**src/rtl/re_cram_arbiter.sv**
```systemverilog
// ============================================================================
// Module   : re_cram_arbiter
// Brief    : Round-robin burst arbiter sharing one CRAM write port among
//            NUM_REQ requesters; one whole burst per grant.
// Revision : 1.0
// ============================================================================
`default_nettype none

module re_cram_arbiter #(
    parameter int NUM_REQ      = 5,
    parameter int WIDTH_DATA   = 32,
    parameter int WIDTH_LENGTH = 10,
    parameter int WIDTH_ID     = 3
) (
    input  logic                            clock,
    input  logic                            reset,
    input  logic [NUM_REQ-1:0]              I_Req,
    input  logic [NUM_REQ*WIDTH_LENGTH-1:0] I_Len,
    input  logic [NUM_REQ-1:0]              I_Valid,
    input  logic [NUM_REQ*WIDTH_DATA-1:0]   I_Data,
    output logic [NUM_REQ-1:0]              O_Nack,
    output logic [NUM_REQ-1:0]              O_Grant,
    output logic [WIDTH_ID-1:0]             O_GrantID,
    output logic                            O_Valid,
    output logic [WIDTH_DATA-1:0]           O_Data,
    output logic                            O_Last,
    input  logic                            I_Nack,
    output logic                            O_Busy
);

    typedef enum logic [1:0] {
        ST_IDLE    = 2'd0,
        ST_ARB     = 2'd1,
        ST_XFER    = 2'd2,
        ST_RELEASE = 2'd3
    } state_t;

    state_t                  state_q, state_d;
    logic [NUM_REQ-1:0]      grant_q, grant_d;
    logic [WIDTH_ID-1:0]     grant_id_q, grant_id_d;
    logic [WIDTH_ID-1:0]     last_id_q, last_id_d;
    logic [WIDTH_LENGTH-1:0] rem_q, rem_d;

    logic [WIDTH_DATA-1:0]   w_data [NUM_REQ];
    logic [WIDTH_LENGTH-1:0] w_len  [NUM_REQ];

    logic                    w_hi_found;
    logic [WIDTH_ID-1:0]     w_hi_id;
    logic [WIDTH_ID-1:0]     w_lo_id;
    logic [WIDTH_ID-1:0]     w_win_id;
    logic [WIDTH_LENGTH-1:0] w_win_len;
    logic [WIDTH_DATA-1:0]   w_sel_data;
    logic                    w_sel_valid;
    logic                    w_xfer;
    logic                    w_beat;

    generate
        for (genvar g = 0; g < NUM_REQ; g++) begin : g_unpack
            assign w_data[g] = I_Data[g*WIDTH_DATA +: WIDTH_DATA];
            assign w_len[g]  = I_Len[g*WIDTH_LENGTH +: WIDTH_LENGTH];
        end
    endgenerate

    // Round-robin: lowest requester above last_id wins, else wrap to lowest overall.
    always_comb begin
        w_hi_found = 1'b0;
        w_hi_id    = '0;
        w_lo_id    = '0;
        for (int i = NUM_REQ - 1; i >= 0; i--) begin
            if (I_Req[i]) begin
                w_lo_id = WIDTH_ID'(i);
                if (i > int'(last_id_q)) begin
                    w_hi_found = 1'b1;
                    w_hi_id    = WIDTH_ID'(i);
                end
            end
        end
        w_win_id = w_hi_found ? w_hi_id : w_lo_id;
    end

    always_comb begin
        w_win_len   = '0;
        w_sel_data  = '0;
        w_sel_valid = 1'b0;
        for (int i = 0; i < NUM_REQ; i++) begin
            if (w_win_id == WIDTH_ID'(i)) begin
                w_win_len = w_len[i];
            end
            if (grant_id_q == WIDTH_ID'(i)) begin
                w_sel_data  = w_data[i];
                w_sel_valid = I_Valid[i];
            end
        end
    end

    assign w_xfer    = (state_q == ST_XFER);
    assign O_Valid   = w_xfer & w_sel_valid;
    assign O_Data    = w_xfer ? w_sel_data : '0;
    assign w_beat    = O_Valid & ~I_Nack;
    assign O_Last    = O_Valid & (rem_q == WIDTH_LENGTH'(1));
    assign O_Nack    = ~(grant_q & {NUM_REQ{w_xfer}}) | {NUM_REQ{I_Nack}};
    assign O_Grant   = grant_q;
    assign O_GrantID = grant_id_q;
    assign O_Busy    = (state_q != ST_IDLE);

    always_comb begin
        state_d    = state_q;
        grant_d    = grant_q;
        grant_id_d = grant_id_q;
        last_id_d  = last_id_q;
        rem_d      = rem_q;
        case (state_q)
            ST_IDLE: begin
                if (|I_Req) begin
                    state_d = ST_ARB;
                end
            end
            ST_ARB: begin
                if (|I_Req) begin
                    grant_d    = {{(NUM_REQ-1){1'b0}}, 1'b1} << w_win_id;
                    grant_id_d = w_win_id;
                    rem_d      = w_win_len;
                    state_d    = (w_win_len == '0) ? ST_RELEASE : ST_XFER;
                end else begin
                    state_d = ST_IDLE;
                end
            end
            ST_XFER: begin
                if (w_beat) begin
                    rem_d = rem_q - WIDTH_LENGTH'(1);
                    if (rem_q == WIDTH_LENGTH'(1)) begin
                        state_d = ST_RELEASE;
                    end
                end
            end
            ST_RELEASE: begin
                last_id_d = grant_id_q;
                grant_d   = '0;
                state_d   = ST_IDLE;
            end
            default: state_d = ST_IDLE;
        endcase
    end

    always_ff @(posedge clock) begin
        if (reset) begin
            state_q    <= ST_IDLE;
            grant_q    <= '0;
            grant_id_q <= '0;
            last_id_q  <= WIDTH_ID'(NUM_REQ - 1);
            rem_q      <= '0;
        end else begin
            state_q    <= state_d;
            grant_q    <= grant_d;
            grant_id_q <= grant_id_d;
            last_id_q  <= last_id_d;
            rem_q      <= rem_d;
        end
    end

endmodule

`default_nettype wire

```
**config.mk**
```make
export PLATFORM = sky130hd
export DESIGN_NAME = re_cram_arbiter
export DESIGN_NICKNAME = d
export VERILOG_FILES = /design/src/rtl/re_cram_arbiter.sv
export SDC_FILE = /design/constraint.sdc
export NUM_CORES = 1
export LEC_CHECK = 0
export CAP_MARGIN = 20
export CORE_AREA = 2 2 105 107
export CTS_CLUSTER_DIAMETER = 60
export DETAILED_ROUTE_END_ITERATION = 16
export DIE_AREA = 0 0 107 109
export PLACE_DENSITY = 0.76
export SLEW_MARGIN = 20
export SYNTH_ARGS = -nofsm -noshare
export SYNTH_HDL_FRONTEND = slang
export SYNTH_SLANG_ARGS = --single-unit
```
**constraint.sdc**
```tcl
create_clock -name clock -period 5.2 [get_ports clock]
set_clock_uncertainty 0.2 [all_clocks]
set_input_delay 1.3 -clock clock [delete_from_list [all_inputs] [get_ports clock]]
set_output_delay 1.3 -clock clock [all_outputs]
set_load 0.02 [all_outputs]
```
## After elaboration in Yosys (flattened, before gate mapping)

Index checks and enable logic that the tools add are counted.

| storage, ports and cells | value |
|---|---|
| output and inout bits | 48 |
| input bits | 223 |
| register bits after elaboration | 23 |

| operators by class | value |
|---|---|
| bitwise gates (word level) | 7 |
| equality and inequality tests | 16 |
| shifts and indexed selects | 1 |
| add/sub/neg operators | 1 |
| multiplexer cells | 49 |
| reductions and logical operators | 12 |
| $lt $le $gt $ge | 4 |

Operators by type and width:

| cell | number |
|---|---|
| $mux W32 | 6 |
| $mux W10 | 7 |
| $mux W3 | 14 |
| $pmux W10 S2 | 1 |
| $mux W1 | 14 |
| $eq A3 B2 Y1 const B | 4 |
| $eq A10 B1 Y1 const B | 1 |
| $logic_not A10 Y1 | 1 |
| $pmux W5 S2 | 1 |
| $sub A10 B1 Y10 const B | 1 |
| $mux W2 | 4 |
| $pmux W2 S4 | 1 |
| $eq A3 B1 Y1 const B | 2 |
| $eq A3 B3 Y1 const B | 2 |
| $gt A2 B3 Y1 const A | 2 |
| $logic_not A3 Y1 | 2 |
| $reduce_and A3 Y1 | 2 |
| $reduce_bool A2 Y1 | 3 |
| $and A5 B5 Y5 | 1 |
| $mux W5 | 1 |
| $not A5 Y5 | 1 |
| $or A5 B5 Y5 | 1 |
| $reduce_or A5 Y1 | 1 |
| $shl A1 B3 Y5 const A | 1 |
| other kinds (10) | 16 |

## Depth between registers and ports, before layout

| logic depth | value |
|---|---|
| depth in word-level cells | 20 |
| gate-level depth with buffers | 10 |
| gate-level depth less buffers | 8 |

## Worst setup path after synthesis

Ideal clock, no wire load.

| path | value |
|---|---|
| kind | register to output |
| from | register grant_id_q[0] (netlist: O_GrantID[0]) |
| to | output O_Data[25] |
| path buffers | 2 |
| arrival | 2.181 ns |
| stages on the path, launching flop included | 6 |
| path slack | 1.519 ns |
| path through | dfxtp_1 > buf_1 > clkbuf_1 > mux4_2 > a22oi_1 > nor2_1 |

| on the way | value |
|---|---|
| cells in the longest elaborated chain, start to end | 7 |

Ends and longest elaborated chain:

| element | line | RTL |
|---|---|---|
| start, declared | 40 | `logic [WIDTH_ID-1:0] grant_id_q, grant_id_d;` |
| start signal, assigned | 155 | `grant_id_q <= grant_id_d;` |
| $logic_not A3 Y1 | 89 | `if (grant_id_q == WIDTH_ID'(i)) begin` |
| $mux W32 (4 in a row) | 89 |  |
| $mux W32 * | 89 |  |
| $mux W32 * | 98 | `assign O_Data = w_xfer ? w_sel_data : '0;` |
| end, declared | 25 | `output logic [WIDTH_DATA-1:0] O_Data,` |

Every way passes the cells marked *; elsewhere a longest branch is shown, timed or not.

## Final worst setup path

| path | value |
|---|---|
| from | input I_Valid[0] |
| to | output O_Last |

| on the way | value |
|---|---|
| cells in the longest elaborated chain, start to end | 7 |

Ends and longest elaborated chain:

| element | line | RTL |
|---|---|---|
| start, declared | 19 | `input logic [NUM_REQ-1:0] I_Valid,` |
| $mux W1 (5 in a row) | 89 |  |
| $and A1 B1 Y1 | 97 | `assign O_Valid = w_xfer & w_sel_valid;` |
| $and A1 B1 Y1 | 100 | `assign O_Last = O_Valid & (rem_q == WIDTH_LENGTH'(1));` |
| end, declared | 26 | `output logic O_Last,` |

No other way between the ends.

==> results.json <==
{
  "crit_slowest_cell": "clkdlybuf4s50_1",
  "maxCapViolations": 0,
  "maxSlewViolCount": 0,
  "fin_setup_tns_ns": 0,
  "path_depth": 5,
  "whs_ns": 0.295,
  "crit_path_frequent_cell": "clkdlybuf4s50_1",
  "hold_depth": 2,
  "clock-sinks": 23,
  "nets": 843,
  "synth-xor-area-share_pct": 0,
  "synth_edf_count": 0,
  "timing.critical_path.buf_inv": 2,
  "critPathMaxStageDelay_ns": 0.61,
  "synth_largest_area_cell": "mux4_2",
  "cp-start-kind": "input port",
  "r2r_cells": 6,
  "synthTopCellsByArea": "mux4_2 (24%), dfxtp_1 (15%), a22oi_1 (9.6%), nor2_1 (6.9%), a21oi_1 (3.6%)",
  "yosysMostFrequentCell": "nor2_1",
  "yosysSeqAreaShare_pct": 15.2,
  "syn_area_per_cell_um2": 8.30,
  "area_growth_pct": 94.4,
  "synth_top_family_by_area": "compound AO/OA/AOI/OAI gates",
  "hold_class": "flop to flop",
  "wl_per_cell_um": 19.4,
  "async_reset_ff_share_pct": 0,
  "clk_latency_ns": 0.27,
  "die_w_um": 107,
  "cts_tree": "built",
  "core_um2": 10600,
  "synthAdderAreaFrac_pct": 0.823,
  "ys_warn_count": 0,
  "path_cells": "clkdlybuf4s50_1, mux4_2, a22oi_1, nor3_1, clkdlybuf4s50_1",
  "die_y_um": 109,
  "synth_top_area_share_pct": 23.7,
  "antenna_found_initial": 0,
  "setup_viol_count_final": 0,
  "worstMarginPinSlew_ns": 1.00,
  "post_cts_buffers": 0,
  "power.density_nw_per_um2": 201,
  "use_met1_pct": 25.5,
  "fin_ws_ns": 0.455,
  "rsz0062_at_grt": "false",
  "drtPass1Iterations": 6,
  "grt_busiest_layer": "met2",
  "leakage_uw": 0.00209,
  "overflow": 0,
  "path_clk_slew_ns": 0.09,
  "use_met3_pct": 5.50,
  "drt_iter0_drc": 311,
  "synth_nets": 591,
  "synthSimpleGateAreaFrac_pct": 21.7,
  "synth_cell_types": 64,
  "pre_cts_ws_ns": 0.458,
  "initial_core_util_pct": 28.7,
  "critPathKind": "input port to primary output",
  "ant_nets": 0,
  "ir_worst_vdd_v": 0.000140,
  "grt_pass1_vias": 4160,
  "track_usage_pct": 23.2,
  "grt_max_degree": 46,
  "status": "complete, no violations",
  "row_count": 38,
  "port_buffers": 270,
  "cts_made_buffers": 3,
  "relSlewSlack_pct": 33.4,
  "path_max_fanout": 3,
  "vias_per_cell": 5.64,
  "routed_wl_um": 14700,
  "synth_compound_area_share_pct": 31.6,
  "crit_arrival_ns": 3.25,
  "final-hold-violation-count": 0,
  "drc_errors": 0,
  "finalCritPeriodShare_pct": 91.3,
  "cts_buffer_depth": 2,
  "grt_pass1_wl_um": 21300,
  "synthFlopType": "dfxtp_1",
  "via_count": 4272,
  "cp-end-kind": "primary output",
  "cp_top_family": "buffers and inverters",
  "syn_area_um2": 3040,
  "synth_mux_area_share_pct": 25.9,
  "final_util_pct": 55.7,
  "nFillCells": 955,
  "synth_cells": 366,
  "yosys-top-cells-count": "nor2_1 (56), a22oi_1 (39), mux4_2 (32)",
  "max_freq_mhz": 211,
  "num_antenna_cells": 0,
  "cp.required_ns": 3.70,
  "gp_congestion": 0.910,
  "cts_htree_levels": 1,
  "fin_crit_ns": 4.75,
  "postCtsHoldBufs": 0,
  "dp_hpwl_um": 11800,
  "synth.ff_latch_count": 23,
  "grtUsageMet2_pct": 44.3,
  "clockRootBuffer": "clkbuf_8",
  "drive_gt1_share_pct": 10.7,
  "dieArea_um2": 11700,
  "num_io_pins": 271,
  "cts_resized": 0
}
==> cell families (layout without fill, tap and decap cells) <==
logic type / Yosys count / in the layout
multiplexers: 38 / 38
adder cells (fa/ha/maj): 2 / 2
buffers and inverters: 35 / 286
AND/OR/NAND/NOR: 137 / 137
flip-flops: 23 / 23
AO/OA/AOI/OAI: 131 / 131
==> power breakdown <==
part / switching, µW / internal [µW]
combinational: 372 / 443
clock: 60.5 / 53.6
sequential: 51.7 / 206
==> per-stage QoR <==
stage	power, µW	instance area, µm²	instances
floorplan	718	3040	366
global placement	1050	5860	753
detailed placement	1070	5860	753
CTS	1180	5910	757
global route	1260	5910	757
finish	1190	5910	757
==> worst paths after layout <==
kind                              from                      end  slack, ns
max                         I_Valid[0]                   O_Last       0.45
min            O_Grant[0]$_SDFFE_PP0P_  O_Grant[0]$_SDFFE_PP0P_       0.29
max reg2reg  O_GrantID[0]$_SDFFE_PP0P_    rem_q[9]$_SDFFE_PP0P_       2.14
min reg2reg    O_Grant[0]$_SDFFE_PP0P_  O_Grant[0]$_SDFFE_PP0P_       0.29
==> final cells by class <==
type / count / area, µm² / area share, %
sequential: 23 / 463 / 7.84
timing repair buffer: 276 / 2760 / 46.7
multi-input combinational: 308 / 2440 / 41.3
clock buffer: 3 / 41.3 / 0.699
inverter: 6 / 22.5 / 0.381
clock inverter: 1 / 5.00 / 0.0847
tap: 140 / 175 / 2.97
==> flip-flops by register name (all words and copies together) (netlist names), named ones only <==
register and count:
state_q 1, O_Grant 5, O_GrantID 3, rem_q 10
last_id_q 3
==> per-layer routing <==
layer	share of wire (%)	vias to the layer above	wire, µm
li1	-	1952	-
met5	0	-	0
met4	2.8	0	415
met3	10	33	1520
met2	52	265	7580
met1	35	2022	5170
==> cell usage in the layout (no fill, tap or decap), types with 5 or more instances in the layout <==
cell type | netlist | layout
nand2b_1 | 8 | 7
inv_1 | 5 | 5
nand2_1 | 27 | 27
nand3_1 | 9 | 9
buf_4 | 1 | 5
a21oi_1 | 22 | 22
mux2i_1 | 5 | 5
mux4_2 | 32 | 32
a211oi_1 | 5 | 5
a31oi_1 | 5 | 5
a32oi_1 | 5 | 5
nor3_1 | 13 | 13
o21ai_0 | 12 | 12
a22oi_1 | 39 | 39
nor2_1 | 56 | 56
dfxtp_1 | 23 | 21
clkdlybuf4s50_1 | 0 | 270
==> tightest hold or removal path: cells and delay by family, from the launching register on <==
family,cells,cell delay [ns]
AOI/OAI and AO/OA,1,0.05
and+or+nand+nor,1,0.06
DFF,1,0.34
Note: power is estimated with default switching activity, not from simulation.
